[src/rtl/prog_loader.sv]
`default_nettype none
// ============================================================================
// Module   : prog_loader
// Brief    : Serial program loader for the HRM CPU program RAM. Accepts a
//            SYNC/LEN/data/CK byte frame, writes the payload from address 0,
//            verifies an 8-bit additive checksum and holds the CPU while
//            loading. When idle the CPU program counter drives the RAM address.
// Revision : 1.0 - initial release
// ============================================================================
module prog_loader #(
    parameter int         addr_width = 8,
    parameter logic [7:0] SYNC       = 8'hA5,
    parameter int         TIMEOUT    = 1_000_000
) (
    input  logic                  clk,
    input  logic                  rst_n,
    input  logic [7:0]            rx_data,
    input  logic                  rx_valid,
    input  logic [addr_width-1:0] pc,
    output logic [addr_width-1:0] prog_addr,
    output logic [7:0]            prog_din,
    output logic                  prog_we,
    output logic                  cpu_hold,
    output logic                  done,
    output logic                  err
);

    localparam logic [1:0] c_st_idle = 2'd0;
    localparam logic [1:0] c_st_len  = 2'd1;
    localparam logic [1:0] c_st_data = 2'd2;
    localparam logic [1:0] c_st_ck   = 2'd3;

    localparam int                  c_tmo_w   = $clog2(TIMEOUT + 1);
    localparam logic [c_tmo_w-1:0]  c_tmo_one = c_tmo_w'(1);
    localparam logic [addr_width:0] c_cnt_one = (addr_width + 1)'(1);
    localparam logic [32:0]         c_depth   = 33'd1 << addr_width;

    logic [1:0]            r_state;
    logic [7:0]            r_len;
    logic [7:0]            r_sum;
    logic [addr_width:0]   r_cnt;
    logic [addr_width-1:0] r_wr_addr;
    logic [c_tmo_w-1:0]    r_tmo;

    logic w_len_ok;
    logic w_last;
    logic w_tmo_fire;

    // Payload of LEN+1 bytes must fit in the RAM; the last data byte is the
    // one whose index equals LEN. A byte on the expiry cycle wins over timeout.
    assign w_len_ok   = ({25'd0, rx_data} + 33'd1) <= c_depth;
    assign w_last     = 32'(r_cnt) == 32'(r_len);
    assign w_tmo_fire = (r_state != c_st_idle) && !rx_valid
                        && (32'(r_tmo) == TIMEOUT - 1);

    // RAM address: loader owns the bus while holding the CPU or writing.
    assign prog_addr = (cpu_hold || prog_we) ? r_wr_addr : pc;

    // Silence counter: holds the number of clock edges since the last byte.
    always_ff @(posedge clk or negedge rst_n) begin
        if (!rst_n) begin
            r_tmo <= '0;
        end else if (rx_valid) begin
            r_tmo <= c_tmo_one;
        end else if (r_state != c_st_idle) begin
            r_tmo <= r_tmo + c_tmo_one;
        end
    end

    // Frame parser, RAM write port and status flags.
    always_ff @(posedge clk or negedge rst_n) begin
        if (!rst_n) begin
            r_state   <= c_st_idle;
            r_len     <= '0;
            r_sum     <= '0;
            r_cnt     <= '0;
            r_wr_addr <= '0;
            prog_din  <= '0;
            prog_we   <= 1'b0;
            cpu_hold  <= 1'b0;
            done      <= 1'b0;
            err       <= 1'b0;
        end else begin
            prog_we <= 1'b0;
            done    <= 1'b0;
            case (r_state)
                c_st_idle: begin
                    if (rx_valid && rx_data == SYNC) begin
                        r_state  <= c_st_len;
                        cpu_hold <= 1'b1;
                        err      <= 1'b0;
                    end
                end
                c_st_len: begin
                    if (rx_valid) begin
                        r_len <= rx_data;
                        if (w_len_ok) begin
                            r_cnt   <= '0;
                            r_sum   <= '0;
                            r_state <= c_st_data;
                        end else begin
                            err     <= 1'b1;
                            r_state <= c_st_idle;
                        end
                    end else if (w_tmo_fire) begin
                        err     <= 1'b1;
                        r_state <= c_st_idle;
                    end
                end
                c_st_data: begin
                    if (rx_valid) begin
                        prog_we   <= 1'b1;
                        prog_din  <= rx_data;
                        r_wr_addr <= r_cnt[addr_width-1:0];
                        r_sum     <= r_sum + rx_data;
                        r_cnt     <= r_cnt + c_cnt_one;
                        if (w_last) begin
                            r_state <= c_st_ck;
                        end
                    end else if (w_tmo_fire) begin
                        err     <= 1'b1;
                        r_state <= c_st_idle;
                    end
                end
                c_st_ck: begin
                    if (rx_valid) begin
                        if (rx_data == r_sum) begin
                            done     <= 1'b1;
                            cpu_hold <= 1'b0;
                        end else begin
                            err <= 1'b1;
                        end
                        r_state <= c_st_idle;
                    end else if (w_tmo_fire) begin
                        err     <= 1'b1;
                        r_state <= c_st_idle;
                    end
                end
                default: r_state <= c_st_idle;
            endcase
        end
    end

endmodule
`default_nettype wire

[config.mk]
export PLATFORM = sky130hd
export DESIGN_NAME = prog_loader
export DESIGN_NICKNAME = d
export VERILOG_FILES = /design/src/rtl/prog_loader.sv
export SDC_FILE = /design/constraint.sdc
export NUM_CORES = 1
export LEC_CHECK = 0
export CAP_MARGIN = 20
export CORE_ASPECT_RATIO = 0.8
export CORE_MARGIN = 2
export CORE_UTILIZATION = 60
export DETAILED_ROUTE_END_ITERATION = 12
export GPL_TIMING_DRIVEN = 0
export PLACE_DENSITY = 0.8
export SYNTH_ARGS = -nofsm -noshare
export SYNTH_HDL_FRONTEND = slang
export SYNTH_SLANG_ARGS = --single-unit
[constraint.sdc]
create_clock -name clk -period 5.6 [get_ports clk]
set_input_delay 0.84 -clock clk [delete_from_list [all_inputs] [get_ports clk]]
set_output_delay 0.84 -clock clk [all_outputs]
set_load 0.05 [all_outputs]
# ---- After elaboration in Yosys (flattened, before gate mapping)
# Cells that the tools add are included.
dict set report classes {
  add_sub_neg 4
  n_lt_le_gt_ge 1
  n_eq_ne 17
  n_mux 36
  n_reduce_logical 16
}
# cell n
set ops {}
lappend ops {{$mux W20} 2}
lappend ops {{$mux W8} 4}
lappend ops {{$mux W9} 3}
lappend ops {{$add A20 B1 Y20 const B} 1}
lappend ops {{$eq A20 B20 Y1 const B} 1}
lappend ops {{$pmux W9 S2} 1}
lappend ops {{$pmux W8 S2} 1}
lappend ops {{$mux W1} 15}
lappend ops {{$mux W2} 7}
lappend ops {{$ne A2 B2 Y1 const B} 7}
lappend ops {{$reduce_and A4 Y1} 3}
lappend ops {{$add A8 B1 Y9 const B} 1}
lappend ops {{$add A9 B1 Y9 const B} 1}
lappend ops {{$eq A9 B8 Y1} 1}
lappend ops {{$le A9 B9 Y1 const B} 1}
lappend ops {{$ne A3 B3 Y1 const B} 3}
lappend ops {{$add A8 B8 Y8} 1}
lappend ops {{$eq A8 B8 Y1} 1}
lappend ops {{$eq A8 B8 Y1 const B} 1}
lappend ops {{$pmux W2 S4} 1}
lappend ops {{$reduce_bool A2 Y1} 4}
lappend ops {{$reduce_and A2 Y1} 3}
lappend ops {{$eq A2 B2 Y1 const B} 2}
lappend ops {{$pmux W1 S4} 1}
lappend ops {{6 further kinds} 8}
dict set report totals {
  register_bits 67
  input_bits 19
  out_inout_bits 20
  elab_cells 85
}

# ---- Depth between registers and ports, before layout
# Gate-level depths: netlist of the first run.
dict set report logic_depth {
  depth_word 6
  ltp_mapped 8
  mapped_depth_nobuf 7
}

# ---- Worst setup path before layout of the first run
# Ideal clock, no wire load.
dict set report synth_timing {
  kind {input-to-reg}
  startpoint {input rx_data[2]}
  endpoint {register r_sum[7]}
  setup_ns 0.118
  t_arrival_ns 2.257
  required_ns 5.482
  path_slack_ns 3.225
  path_stages 6
  n_path_buf 0
  path_cell_list {ha_1 o211a_4 a2111oi_4 o21ai_1 a31o_1 a21o_1}
}
dict set report synth_between {
  elab_chain_len 4
  word_cells_on_any_way 7
  cone_classes {add/sub (2); order compare (1); eq/ne (1); mux (2); reduce/logical (1)}
}
# item line_no
set synth_rtl {}
lappend synth_rtl {{from (decl)} 17} ;# input logic [7:0] rx_data,
lappend synth_rtl {{$add A8 B1 Y9} 51} ;# assign w_len_ok = ({25'd0, rx_data} + 33'd1) <= c_depth;
lappend synth_rtl {{$le A9 B9 Y1} 51}
lappend synth_rtl {{$ne A2 B2 Y1 (no source line)} --}
lappend synth_rtl {{$reduce_and A4 Y1 (no source line)} --}
lappend synth_rtl {{to (signal assigned)} 115} ;# r_sum <= r_sum + rx_data;
lappend synth_rtl {{to (decl)} 40} ;# logic [7:0] r_sum;
# Several ways; a longest one is shown, not always the timed one. The select of a mux whose other input is x is not followed.
# A chain may end at the register's enable or synchronous reset.

# ---- Final worst setup path of the first run
dict set report layout_timing {
  startpoint {register cpu_hold}
  endpoint {output prog_addr[4]}
}
dict set report layout_between {
  elab_chain_len 2
}
# item line_no
set layout_rtl {}
lappend layout_rtl {{from (decl)} 23} ;# output logic cpu_hold,
lappend layout_rtl {{from (signal assigned)} 80} ;# cpu_hold <= 1'b0;
lappend layout_rtl {{from (signal assigned)} 90} ;# cpu_hold <= 1'b1;
lappend layout_rtl {{from (signal assigned)} 129} ;# cpu_hold <= 1'b0;
lappend layout_rtl {{$logic_or A1 B1 Y1} 57} ;# assign prog_addr = (cpu_hold || prog_we) ? r_wr_addr : pc;
lappend layout_rtl {{$mux W8} 57}
lappend layout_rtl {{to (decl)} 20} ;# output logic [addr_width-1:0] prog_addr,
# Every way passes these cells.

==> results of run 1 <==
[flip-flops by register name (all words and copies together), names as in the netlist]
signal,flops
r_sum,8
r_cnt,9
err,1
cpu_hold,1
r_len,8
done,1
r_state,2
r_tmo,20
prog_we,1
prog_din,8
r_wr_addr,8
[power by group]
group	switching [W]	internal [W]	total, W
Sequential	0.0000943	0.000605	0.000699
Clock	0.000180	0.000208	0.000389
Combinational	0.000437	0.000306	0.000744
Total	0.000712	0.00112	0.00183
[cells by family (layout without fill, tap and decap cells)]
kind of cell | Yosys count | count (layout)
compound gates | 54 | 54
xor+xnor | 33 | 33
fa+ha+maj | 10 | 10
buf+inv | 19 | 72
flops | 67 | 67
mux | 16 | 16
simple gates | 144 | 144
[synth_stat cells (2+ instances only)]
library cell,count,share of area (%)
sky130_fd_sc_hd__or3_1,10,1.8
sky130_fd_sc_hd__nor2_1,27,2.9
sky130_fd_sc_hd__ha_1,9,3.2
sky130_fd_sc_hd__or2_2,2,0.36
sky130_fd_sc_hd__a21o_1,4,0.87
sky130_fd_sc_hd__and3_1,3,0.54
sky130_fd_sc_hd__buf_2,4,0.58
sky130_fd_sc_hd__o21ai_0,13,1.9
sky130_fd_sc_hd__a21oi_1,15,2.2
sky130_fd_sc_hd__mux2_2,14,4.5
sky130_fd_sc_hd__nand2_1,63,6.8
sky130_fd_sc_hd__buf_4,2,0.43
sky130_fd_sc_hd__o21bai_1,2,0.43
sky130_fd_sc_hd__o21ai_1,6,0.87
sky130_fd_sc_hd__xnor2_1,19,4.8
sky130_fd_sc_hd__xor2_1,13,3.3
sky130_fd_sc_hd__nor3_1,3,0.43
sky130_fd_sc_hd__nand4_1,9,1.6
sky130_fd_sc_hd__nand3_1,10,1.4
sky130_fd_sc_hd__mux2_1,2,0.65
sky130_fd_sc_hd__and2_1,2,0.36
sky130_fd_sc_hd__inv_2,2,0.22
sky130_fd_sc_hd__nand4_2,2,0.72
sky130_fd_sc_hd__clkbuf_1,4,0.43
sky130_fd_sc_hd__inv_1,5,0.54
sky130_fd_sc_hd__a22o_1,3,0.76
sky130_fd_sc_hd__dfrtp_1,67,48
sky130_fd_sc_hd__nor4_1,4,0.72
sky130_fd_sc_hd__nor3_2,2,0.58
[layout by cell type (no fill, tap or decap), types with 2 or more instances in the layout]
| master | instances |
|---|---|
| sky130_fd_sc_hd__nand4_1 | 9 |
| sky130_fd_sc_hd__dfrtp_1 | 67 |
| sky130_fd_sc_hd__nor3_2 | 2 |
| sky130_fd_sc_hd__buf_2 | 4 |
| sky130_fd_sc_hd__buf_4 | 3 |
| sky130_fd_sc_hd__nand4_2 | 2 |
| sky130_fd_sc_hd__mux2_1 | 2 |
| sky130_fd_sc_hd__clkdlybuf4s50_1 | 36 |
| sky130_fd_sc_hd__nand3_1 | 10 |
| sky130_fd_sc_hd__o21ai_0 | 13 |
| sky130_fd_sc_hd__clkinvlp_4 | 2 |
| sky130_fd_sc_hd__and3_1 | 3 |
| sky130_fd_sc_hd__mux2_2 | 14 |
| sky130_fd_sc_hd__or2_2 | 2 |
| sky130_fd_sc_hd__o21ai_1 | 6 |
| sky130_fd_sc_hd__a21o_1 | 4 |
| sky130_fd_sc_hd__inv_2 | 2 |
| sky130_fd_sc_hd__xor2_1 | 13 |
| sky130_fd_sc_hd__a22o_1 | 3 |
| sky130_fd_sc_hd__o21bai_1 | 2 |
| sky130_fd_sc_hd__nor3_1 | 3 |
| sky130_fd_sc_hd__nor4_1 | 4 |
| sky130_fd_sc_hd__nand2_1 | 63 |
| sky130_fd_sc_hd__clkbuf_8 | 13 |
| sky130_fd_sc_hd__clkbuf_1 | 4 |
| sky130_fd_sc_hd__or3_1 | 10 |
| sky130_fd_sc_hd__inv_1 | 5 |
| sky130_fd_sc_hd__a21oi_1 | 15 |
| sky130_fd_sc_hd__and2_1 | 2 |
| sky130_fd_sc_hd__ha_1 | 9 |
| sky130_fd_sc_hd__xnor2_1 | 19 |
| sky130_fd_sc_hd__nor2_1 | 27 |
[final timing paths]
kind / from / endpoint / slack [ns] / cells past startpoint
min in group asynchronous: rst_n / r_tmo[13] / 0.59 / 1
max in group asynchronous: rst_n / r_cnt[6] / 4.46 / 1
hold reg to reg: prog_din[6] / prog_din[6] / 0.48 / 2
setup / recovery: cpu_hold / prog_addr[4] / 2.38 / 3
hold / removal: prog_din[6] / prog_din[6] / 0.48 / 2
setup reg to reg: r_sum[2] / r_sum[7] / 3.58 / 6
[routing by layer]
layer | global-route usage, % | share of wire (%) | wire length, um | vias to the layer above
li1 | - | - | - | 1292
met1 | 38.40 | 49 | 3647 | 1321
met2 | 36.57 | 45 | 3290 | 59
met3 | 7.281 | 4.8 | 358 | 12
met4 | 6.965 | 1.3 | 94 | 0
met5 | 0 | 0 | 0 | -
[final cells by class]
class                           count  area share [%]
Sequential cell                    67           40.56
Multi-Input combinational cell    257           41.16
Timing Repair Buffer               37           8.898
Buffer                             12           1.574
Inverter                            7          0.6356
Clock inverter                      3          0.4843
Clock buffer                       13           4.328
Tap cell                           78           2.361
[critical path, cell delays in order (launching register included)]
cell and delay, ns:
sky130_fd_sc_hd__dfrtp_1 0.42, sky130_fd_sc_hd__nor2_1 0.50, sky130_fd_sc_hd__mux2_2 0.40, sky130_fd_sc_hd__clkdlybuf4s50_1 0.71
[per-stage QoR]
step / total power [W] / worst slack, ns / hold WS, ns
global placement: 0.001429 / 1.465 / 0.4592
global route: 0.001943 / 2.221 / 0.4987
floorplan: 0.001242 / 3.225 / 0.4418
CTS: 0.001843 / 2.349 / 0.4811
finish: 0.001831 / 2.379 / 0.4768
detailed placement: 0.001452 / 2.502 / 0.4640
==> impl_results.md, run 1 <==
- Share of the synthesized netlist area taken by xor and xnor gates: 8.871%
- Die Span X: 89.02 um
- Relative slew margins: 44.17%
- Nature of the critical path startpoint: flop
- Port Buf Inserts: 37
- Post-CTS Hold Fix Bufs: 0
- Cts repair resizes: 0
- Worst endpoint data arrival time: 2.38 ns
- Residual DRC count: 0
- Flops & latches, synth: 67
- Standard cell area after detailed placement: 0.003935 sq mm
- # H-tree levels: 3
- Starting DRT DRC Count: 150
- Share of flip-flops with an asynchronous set or reset after synthesis: 100.0%
- Total clock buffers created by CTS: 9
- Register area share after synthesis: 48.32%
- Average wire per cell in the routed design: 15.59 um
- Synthesized-area fraction occupied by ao, oa, aoi and oai cells: 11.14%
- N_diodes: 0
- Num Clock Sinks: 67
- Netlist cell types: 51
- Largest family of logic cells by synthesized area: simple AND/OR/NAND/NOR gates
- Buffer levels on the longest clock path: 2
- Global-route usage over all layers: 25.51%
- Maximum resistive drop on vdd: 0.0003027 V
- Boundary Pins: 39
- Final Util: 74.82%
- Area taken by flip-flops and latches: 0.001677 sq mm
- Net Count, Synth: 372
- Total standard cell area after synthesis: 0.003470 sq mm
- Multiplexer fraction of the synthesized cell area: 5.193%
- Min-Delay Path Class: flop to flop
- Site row count: 24
- Final HPWL from detailed placement: 5346 um
- Floorplan die area: 0.006411 sq mm
- Setup repair after global routing missed its margin: false
- Final cell area excluding filler cells: 0.004134 sq mm
- Number of global-route vias before repair: 2532
- Aggregate global routing overflow: 0
- Placer's final routability congestion estimate: 0.8433
- EDFF count, synth: 0
- Clock skew: 0.007074 ns
- Post-layout min period: 3.221 ns
- PwrDens: 443.0 mW/mm^2
- Post-synthesis simple-gate area fraction: 20.01%
- Clock latency reported for the late side of the worst-skew pair: 0.35 ns
- Total count of hold-check failures in the final report: 0
- Endpoint type of the worst setup path: output pin
- Nets: 420
- Antenna violations before repair: 0
- Setup Buffers After CTS: 0
- Maximum fanout encountered on the critical timing path: 8
- Gate Count Post-Synth: 343
- Chip Height: 72.02 um
- Number of setup violations in the final report: 0
- Fill cell total of the finished layout: 436
- Via count: 2684
- Wire length reported by the detailed router: 7391 um
- Post-Synth Adder-Cell Area: 3.823%
- Via count normalized by instance count: 5.662
- Cells after DPL: 458
- Final cycle utilization of the critical path: 57.52%
- Most used DFF post-synth: sky130_fd_sc_hd__dfrtp_1
- Required @ worst endpoint: 4.76 ns
- Finished Layout Cells: 474
- Static power due to leakage: 1.841 nW
- Clock-pin transition on the worst setup and hold timing paths: 0.07 ns
- Core Footprint: 0.005525 sq mm
- CTS tree: yes
- Total negative setup slack: 0 ns
- Area overhead of the layout relative to synthesis: 19.15%
- Max-slew violation total from the final report: 0
- First drt pass iteration count: 5
- Critical setup path kind: flop to output pin
- Per-instance average area after synthesis: 10.12 sq um
- Share of cells above drive strength 1: 13.13%
- CTS root buf: sky130_fd_sc_hd__clkbuf_8
- Wire length of the first global-routing pass: 12320 um
- Warnings, synthesis: 0
- Multi-input logic area: 0.001702 sq mm
- Peak clock frequency supported by timing: 310.5 MHz
- Slew of the pin with the lowest slew margin: 0.8375 ns
- Number of nets with antenna violations after detailed routing: 0
- Starting density of the core: 62.79%
- MaxCap Viol Count: 0
- Result of the run: completed
- Pin count of the biggest net entering global routing: 68
(Power assumes the default switching activity.)
==> run 2: changes to the inputs <==
--- a/config.mk
+++ b/config.mk
@@ -8,10 +8,10 @@
 export CAP_MARGIN = 20
 export CORE_ASPECT_RATIO = 0.8
 export CORE_MARGIN = 2
-export CORE_UTILIZATION = 60
+export CORE_UTILIZATION = 51
 export DETAILED_ROUTE_END_ITERATION = 12
 export GPL_TIMING_DRIVEN = 0
-export PLACE_DENSITY = 0.8
+export PLACE_DENSITY = 0.72
 export SYNTH_ARGS = -nofsm -noshare
 export SYNTH_HDL_FRONTEND = slang
 export SYNTH_SLANG_ARGS = --single-unit
==> constraint.sdc (replaced) <==
create_clock -name clk -period 2.6 [get_ports clk]
set_input_delay 0.39 -clock clk [delete_from_list [all_inputs] [get_ports clk]]
set_output_delay 0.39 -clock clk [all_outputs]
set_load 0.05 [all_outputs]
==> impl_results.md, run 2 (same netlist as run 1, synthesis figures left out) <==
- Pin count of the biggest net entering global routing: 68 (unchanged)
- Post-layout min period: 2.295 ns
- Commonest non-fill, non-tap cell in the layout: sky130_fd_sc_hd__dfrtp_1 (unchanged)
- Via count: 2644 (was 2684)
- Largest regs: r_tmo (20), r_cnt (9) (unchanged)
- Cells after DPL: 464 (was 458)
- MaxCap Viol Count: 0 (unchanged)
- Chip Height: 77.78 um (was 72.02 um)
- Result of the run: completed (unchanged)
- Maximum fanout encountered on the critical timing path: 8 (unchanged)
- Total count of hold-check failures in the final report: 0 (unchanged)
- Relative slew margins: 44.31% (was 44.17%)
- Slew of the pin with the lowest slew margin: 0.8353 ns (was 0.8375 ns)
- Max FFs per register: 20 (unchanged)
- Most used cells in the layout excluding fill and tap cells: sky130_fd_sc_hd__dfrtp_1, sky130_fd_sc_hd__nand2_1, sky130_fd_sc_hd__clkdlybuf4s50_1 (unchanged)
- Area overhead of the layout relative to synthesis: 18.21% (was 19.15%)
- Number of setup violations in the final report: 0 (unchanged)
- Via count normalized by instance count: 5.531 (was 5.662)
- Boundary Pins: 39 (unchanged)
- # H-tree levels: 3 (unchanged)
- Post-CTS Hold Fix Bufs: 0 (unchanged)
- Buffer levels on the longest clock path: 2 (unchanged)
- Final cycle utilization of the critical path: 88.28%
- PwrDens: 933.5 mW/mm^2 (was 443.0 mW/mm^2)
- Residual DRC count: 0 (unchanged)
- Required @ worst endpoint: 2.21 ns (was 4.76 ns)
- Num Clock Sinks: 67 (unchanged)
- Setup repair after global routing missed its margin: false (unchanged)
- CTS root buf: sky130_fd_sc_hd__clkbuf_8 (unchanged)
- Maximum resistive drop on vdd: 0.0006799 V (was 0.0003027 V)
- Starting density of the core: 53.59% (was 62.79%)
- GR Util met2: 31.74% (was 36.57%)
- Fraction of met1 tracks used by global routing: 32.01% (was 38.40%)
- Nets: 420 (unchanged)
- Clock-pin transition on the worst setup and hold timing paths: 0.06 ns (was 0.07 ns)
- Total clock buffers created by CTS: 9 (unchanged)
- Cts repair resizes: 9 (was 0)
- Startpoint of the most critical register-to-register path: r_sum[2] (unchanged)
- Max-slew violation total from the final report: 0 (unchanged)
- N_diodes: 0 (unchanged)
- Placer's final routability congestion estimate: 0.8176 (was 0.8433)
- GR peak layer: met1 (unchanged)
- Cells on worst reg2reg path: 6 (unchanged)
- Core Footprint: 0.006474 sq mm (was 0.005525 sq mm)
- Clock skew: 0.006051 ns (was 0.007074 ns)
- Number of global-route vias before repair: 2563 (was 2532)
- Global-route usage over all layers: 22.05% (was 25.51%)
- Critical setup path kind: flop to output pin (unchanged)
- Port Buf Inserts: 37 (unchanged)
- First drt pass iteration count: 4 (was 5)
- Worst hold-check slack: 0.1546 ns (was 0.4768 ns)
- Share of cells above drive strength 1: 12.94% (was 13.13%)
- CTS tree: yes (unchanged)
- Floorplan die area: 0.007483 sq mm (was 0.006411 sq mm)
- Wire length of the first global-routing pass: 12500 um (was 12320 um)
- End of the worst register-to-register path: r_sum[7] (unchanged)
- Aggregate global routing overflow: 0 (unchanged)
- Worst endpoint data arrival time: 1.91 ns (was 2.38 ns)
- Antenna violations before repair: 0 (unchanged)
- Nature of the critical path startpoint: flop (unchanged)
- Setup Buffers After CTS: 0 (unchanged)
- Largest Register: r_tmo (unchanged)
- Starting DRT DRC Count: 105 (was 150)
- Number of nets with antenna violations after detailed routing: 0 (unchanged)
- Static power due to leakage: 1.847 nW (was 1.841 nW)
- Met3 GRT Util: 6.602% (was 7.281%)
- Finished Layout Cells: 478 (was 474)
- Wire length reported by the detailed router: 7429 um (was 7391 um)
- Die Span X: 96.22 um (was 89.02 um)
- Average wire per cell in the routed design: 15.54 um (was 15.59 um)
- Endpoint type of the worst setup path: output pin (unchanged)
- Register-to-register path setup slack: 0.61 ns (was 3.58 ns)
- Clock latency reported for the late side of the worst-skew pair: 0.34 ns (was 0.35 ns)
- Peak clock frequency supported by timing: 435.7 MHz
- Min-Delay Path Class: primary input to asynchronous set/reset pin (was flop to flop)
- Site row count: 26 (was 24)
- Final HPWL from detailed placement: 5429 um (was 5346 um)
[run 2: stage by stage]
step | area, sq um | setup WS [ns] | utilization (%) | setup TNS (ns) | total power, W
6_report | 4101 | 0.3047 | 63.36 | 0 | 0.003829
5_1_grt | 4101 | 0.1988 | 63.36 | 0 | 0.004090
4_1_cts | 4101 | 0.2688 | 63.36 | 0 | 0.003861
3_5_place_dp | 3943 | 0.003601 | 60.90 | 0 | 0.003126
3_3_place_gp | 3945 | -1.117 | 60.94 | -74.66 | 0.003083
2_1_floorplan | 3470 | 0.6746 | - | 0 | 0.002675
[run 2: cell type report]
type / instances / area [sq um]
plain buffers: 12 / 65.06
clock buffers: 11 / 151.4
clock inverters: 3 / 15.01
fillers: 537 / 2372
inverters: 7 / 26.28
multi-input cells: 257 / 1704
flip-flops and latches: 67 / 1677
well taps: 84 / 105.1
repair buffers: 37 / 357.8
[run 2: routing by layer]
metal	wire [um]	vias to the layer above
met5	0	-
met1	3576	1297
met3	381	10
met2	3364	54
li1	-	1283
met4	107	0
[run 2: worst max-delay path by stage]
| stage | startpoint | to | slack [ns] | cells past startpoint |
|---|---|---|---|---|
| 3_3_place_gp | rst_n | prog_din[0] | -1.12 | 1 |
| 6_report | cpu_hold | prog_addr[6] | 0.30 | 3 |
| 4_1_cts | cpu_hold | prog_addr[4] | 0.27 | 3 |
| 2_1_floorplan | rx_data[2] | r_sum[7] | 0.67 | 6 |
| 5_1_grt | cpu_hold | prog_addr[6] | 0.20 | 3 |
| 3_5_place_dp | rx_data[2] | r_sum[7] | 0.004 | 7 |
[run 2: where the power goes]
group	internal (W)	switching, W
Clock	0.000382	0.000362
Sequential	0.00130	0.000207
Combinational	0.000640	0.000934
[run 2: critical path: stages (launching register included)]
cell and delay [ns]:
sky130_fd_sc_hd__dfrtp_1 0.44, sky130_fd_sc_hd__nor2_2 0.33, sky130_fd_sc_hd__mux2_2 0.38, sky130_fd_sc_hd__dlygate4sd2_1 0.42
==> run 3: changes to the inputs <==
--- a/config.mk
+++ b/config.mk
@@ -10,7 +10,6 @@
 export CORE_MARGIN = 2
 export CORE_UTILIZATION = 51
 export DETAILED_ROUTE_END_ITERATION = 12
-export GPL_TIMING_DRIVEN = 0
 export PLACE_DENSITY = 0.72
 export SYNTH_ARGS = -nofsm -noshare
 export SYNTH_HDL_FRONTEND = slang
==> constraint.sdc (replaced) <==
create_clock -name clk -period 2.6 [get_ports clk]
set_input_delay 0.39 -clock clk [delete_from_list [all_inputs] [get_ports clk]]
set_output_delay 0.39 -clock clk [all_outputs]
set_load 0.1 [all_outputs]
==> impl_results.md, run 3 (same netlist as run 1, synthesis figures left out) <==
- Result of the run: completed (unchanged)
- Setup Buffers After CTS: 0 (unchanged)
- Relative slew margins: 56.83% (was 44.31%)
- Final HPWL from detailed placement: 5334 um (was 5429 um)
- Cts repair resizes: 0 (was 9)
- Maximum fanout encountered on the critical timing path: 8 (unchanged)
- Site row count: 26 (unchanged)
- Standard cell area after detailed placement: 0.004030 sq mm (was 0.003943 sq mm)
- Cell at the slowest stage of the critical path: sky130_fd_sc_hd__nor2_1 (was sky130_fd_sc_hd__dfrtp_1)
- CTS tree: yes (unchanged)
- Starting DRT DRC Count: 162 (was 105)
- Clock latency reported for the late side of the worst-skew pair: 0.34 ns (about the same)
- Number of global-route vias before repair: 2565 (was 2563)
- Fill cell total of the finished layout: 517 (was 537)
- Slew of the pin with the lowest slew margin: 0.6452 ns (was 0.8353 ns)
- Buffer levels on the longest clock path: 2 (unchanged)
- Boundary Pins: 39 (unchanged)
- Total clock buffers created by CTS: 9 (unchanged)
- Most used cells in the layout excluding fill and tap cells: sky130_fd_sc_hd__dfrtp_1, sky130_fd_sc_hd__nand2_1, sky130_fd_sc_hd__nor2_1 (was sky130_fd_sc_hd__dfrtp_1, sky130_fd_sc_hd__nand2_1, sky130_fd_sc_hd__clkdlybuf4s50_1)
- Via count normalized by instance count: 5.550 (was 5.531)
- Post-CTS Hold Fix Bufs: 0 (unchanged)
- Nature of the critical path startpoint: flop (unchanged)
- Largest regs: r_tmo (20), r_cnt (9) (unchanged)
- Critical setup path kind: flop to output pin (unchanged)
- Num Clock Sinks: 67 (unchanged)
- Nets: 420 (unchanged)
- Cells after DPL: 464 (unchanged)
- Maximum resistive drop on vdd: 0.0008373 V (was 0.0006799 V)
- Starting density of the core: 53.59% (unchanged)
- Placer's final routability congestion estimate: 0.9079 (was 0.8176)
- Min-Delay Path Class: primary input to asynchronous set/reset pin (unchanged)
- Worst hold-check slack: 0.05594 ns (was 0.1546 ns)
- Worst endpoint data arrival time: 1.89 ns (was 1.91 ns)
- Final cycle utilization of the critical path: 87.82% (was 88.28%)
- Required @ worst endpoint: 2.21 ns (about the same)
- Chip Height: 77.78 um (unchanged)
- Die Span X: 96.22 um (unchanged)
- Share of cells above drive strength 1: 18.43% (was 12.94%)
- Cell-by-cell trace of the critical path: nor2_1 > mux2_2 > buf_12 (was nor2_2 > mux2_2 > dlygate4sd2_1)
- Post-layout min period: 2.283 ns (was 2.295 ns)
- Peak clock frequency supported by timing: 438.0 MHz (was 435.7 MHz)
- Aggregate global routing overflow: 0 (unchanged)
- Floorplan die area: 0.007483 sq mm (unchanged)
- Setup repair after global routing missed its margin: false (unchanged)
- CTS root buf: sky130_fd_sc_hd__clkbuf_8 (unchanged)
- Commonest non-fill, non-tap cell in the layout: sky130_fd_sc_hd__dfrtp_1 (unchanged)
- Port Buf Inserts: 38 (was 37)
- Number of nets with antenna violations after detailed routing: 0 (unchanged)
- Delay of the slowest cell on the worst path: 0.52 ns (was 0.44 ns)
- PwrDens: 1026 mW/mm^2 (was 933.5 mW/mm^2)
- N_diodes: 0 (unchanged)
- Global-route usage over all layers: 21.86% (was 22.05%)
- Area overhead of the layout relative to synthesis: 21.13% (was 18.21%)
- Average wire per cell in the routed design: 15.65 um (was 15.54 um)
- Final Util: 64.92% (was 63.36%)
- Clock skew: 0.005358 ns (was 0.006051 ns)
- Wire length reported by the detailed router: 7510 um (was 7429 um)
- MaxCap Viol Count: 0 (unchanged)
- First drt pass iteration count: 4 (unchanged)
- Static power due to leakage: 1.916 nW (was 1.847 nW)
- Max-slew violation total from the final report: 0 (unchanged)
- Max FFs per register: 20 (unchanged)
- Residual DRC count: 0 (unchanged)
- Via count: 2664 (was 2644)
- Final cell area excluding filler cells: 0.004203 sq mm (was 0.004101 sq mm)
- Clock-pin transition on the worst setup and hold timing paths: 0.07 ns (was 0.06 ns)
- Total negative setup slack: 0 ns (unchanged)
- Antenna violations before repair: 0 (unchanged)
- Endpoint type of the worst setup path: output pin (unchanged)
- # H-tree levels: 3 (unchanged)
- Pin count of the biggest net entering global routing: 68 (unchanged)
- Largest Register: r_tmo (unchanged)
- Wire length of the first global-routing pass: 12500 um (unchanged)
- Number of setup violations in the final report: 0 (unchanged)
- Finished Layout Cells: 480 (was 478)
- Total count of hold-check failures in the final report: 0 (unchanged)
- Core Footprint: 0.006474 sq mm (unchanged)
## run 3: worst paths after layout
path,start,endpoint,slack (ns),cells after the start
max,cpu_hold,prog_addr[1],0.32,3
min,rst_n,r_tmo[9],0.06,2
max reg2reg,r_sum[1],r_sum[7],0.56,6
min reg2reg,r_wr_addr[1],r_wr_addr[1],0.48,2
max in group asynchronous,rst_n,r_sum[1],2.26,2
min in group clk,r_wr_addr[1],r_wr_addr[1],0.48,2
## run 3: per-stage QoR
stage,total power (W),setup slack (ns)
2_1_floorplan,0.003042,0.3198
3_3_place_gp,0.003519,0.1440
3_5_place_dp,0.003561,0.1131
4_1_cts,0.004341,0.2658
5_1_grt,0.004550,0.2111
6_report,0.004311,0.3167
## run 3: layout make-up
cell class | count | area [sq um] | share of cell area [%]
clock inverter | 2 | 10.01 | 0.2382
tap | 84 | 105.1 | 2.501
inverter | 7 | 26.28 | 0.6252
clock buffer | 14 | 162.7 | 3.870
sequential | 67 | 1677 | 39.89
timing repair buffer | 49 | 520.5 | 12.38
multi-input combinational | 257 | 1702 | 40.49
## run 3: metal layers
layer	global-route usage, %	wire, um	vias to the layer above	part of all wire [%]
li1	-	-	1289	-
met1	32.38	3716	1313	49
met2	31.81	3399	58	45
met3	6.505	359	4	4.8
met4	4.429	34	0	0.45
met5	0	0	-	0
## run 3: worst max-delay path, delay by kind of cell, from the launching register on
kind                   cells  cell delay [ns]
buffers and inverters      1             0.17
multiplexers               1             0.44
AND/OR/NAND/NOR            1             0.52
flip-flops                 1             0.42
## run 3: power breakdown
group          internal, W  total (W)  switching (W)
Combinational     0.000698    0.00198        0.00129
Sequential         0.00130    0.00155       0.000249
Clock             0.000397   0.000776       0.000379
==> RTL change: new RTL, config.mk and constraints of run 2 <==
`TIMEOUT`: 1_000_000 -> 250_000.
--- a/src/rtl/prog_loader.sv
+++ b/src/rtl/prog_loader.sv
@@ -12,3 +12,3 @@
     parameter logic [7:0] SYNC       = 8'hA5,
-    parameter int         TIMEOUT    = 1_000_000
+    parameter int         TIMEOUT    = 250_000
 ) (
Formal check against the unedited RTL: same outputs for any inputs over 4 cycles, from zero or initial values and one cycle with rst_n low; that may be too few to reach the edited logic, so the function may still have changed.
==> RTL change against run 2 <==
- setup slack lost 0.073 ns
- cell area grew 1.1%
- routed wire length grew 3.1%
- final cell count grew 2.3%
- sequential cell count shrank 2
- area after synthesis shrank 0.22%
Power is not compared: it rests on default switching activity, and its combinational part moved more than twofold at a synthesized area within 25%.
==> RTL change: results (changes against run 2) <==
The run finished with clean final reports. The final clock skew was 0.00611 ns (+0.0000588 ns). The post-CTS setup-driven buffer insertion count came to 0 (unchanged). The largest net degree at the start of global routing came out at 66 (-2.9%). The count of different cell masters after synthesis came out at 53 (+3.9%). The via count of the first global-routing pass came out at 2676 (+4.4%). The per-cell via count in the routed design is 5.65 (+2.2%). In the final layout, the registers with the most flip-flops are r_tmo x18, r_cnt x9. The count of non-filler cells in the finished layout is 489 (+2.3%). The arrival time at the worst endpoint came out at 2.60 ns (+0.69 ns). The DRC marker count from the first detailed-route iteration came to 160 (+52%).

The sequential element share of the synthesized area came out at 47.0% (-1.3 points). The routed wire length came out at 7.66 mm (+3.1%). The post-placement cell area came to 3940 um2 (-0.19%). The total met3 wirelength after detailed routing is 411 um (+7.9%). The global placer's final weighted congestion came out at 0.850 (+4.0%). In the post-synthesis netlist, the biggest area contributors are dfrtp_1 (47%), nand2_1 (7.0%), mux2_2 (5.5%), xor2_1 (4.3%), xnor2_1 (3.8%).

The average cell area after synthesis came out at 9.84 um2 (-2.8%). The slew of the pin with the lowest slew margin came out at 0.818 ns (-0.0171 ns). The met2 routed wirelength is 3.45 mm (+2.5%). The net count after synthesis came to 381 (+2.4%). The global-route wire length before repair is 12.9 mm (+3.0%). The count of placed standard cells including taps is 473 (+1.9%). The post-route met1 wirelength came to 3.69 mm (+3.2%).

By count the netlist is led by dfrtp_1 (65), nand2_1 (65), nor2_1 (29), mux2_2 (17), xor2_1 (17). The net count of the finished layout is 429 (+2.1%). The half-perimeter wire length of the detailed placement result came out at 5.54 mm (+2.0%). The share of layout cells above drive strength 1 is 12.3% (-0.60 points). The total routing resource utilization after global routing is 22.6% (+0.52 points).
==> RTL change: cell types whose count changed in the layout (fill, tap and decap cells not counted), moves of 5 or more <==
cell     before  now
o21ai_1       6   11
nor3_1        3    8
a22o_1        3    8
a21oi_1      15   10
o21ai_0      13    6
or3_1        10    5
==> RTL change: power by group <==
part	switching (mW)	internal [mW]	total [mW]	leakage, nW
Clock	0.408	0.539	0.947	0.106
Sequential	0.0411	1.06	1.10	0.887
Combinational	0.257	0.174	0.431	0.951
Total	0.707	1.77	2.48	1.94
==> RTL change: logic make-up (layout without fill, tap and decap cells) <==
logic type | after synthesis | count (layout) | share of synthesized area [%]
and+or+nand+nor | 150 | 150 | 20.4
DFF | 65 | 65 | 47.0
AOI/OAI and AO/OA | 54 | 54 | 10.7
xor gates and xnor gates | 32 | 32 | 8.10
buffers and inverters | 21 | 74 | 3.58
muxes | 20 | 20 | 6.47
adders and majority gates | 10 | 10 | 3.83
==> RTL change: cell type report <==
| type | instances | area, um2 |
|---|---|---|
| sequential | 65 | 1630 |
| clock inverter | 7 | 93.8 |
| multi-input combinational | 266 | 1710 |
| fill | 523 | 2330 |
| timing repair buffer | 37 | 358 |
| buffer | 14 | 97.6 |
| clock buffer | 9 | 124 |
| inverter | 7 | 26.3 |
| tap | 84 | 105 |
==> RTL change: worst paths after layout <==
check,startpoint,to,slack [ns],cells after the start
worst min-delay path,rst_n,r_tmo[2],0.13,1
worst min register to register,r_wr_addr[2],r_wr_addr[2],0.49,2
worst max-delay path,rx_data[3],err,0.23,6
min in group clk,rx_data[7],prog_din[7],0.28,3
worst max register to register,r_sum[4],err,0.44,5
max in group asynchronous,rst_n,r_cnt[2],1.93,1
==> RTL change: per-layer routing <==
layer	vias to the layer above	track usage (%)
met1	1348	32.9
li1	1330	-
met4	0	6.29
met5	-	0
met3	14	6.80
met2	72	32.6
==> RTL change: worst max-delay path, stage by stage <==
cell	delay, ns
clkdlybuf4s50_1	0.53
ha_1	0.40
or4_1	0.52
or4_4	0.47
a41oi_2	0.21
o32ai_1	0.09
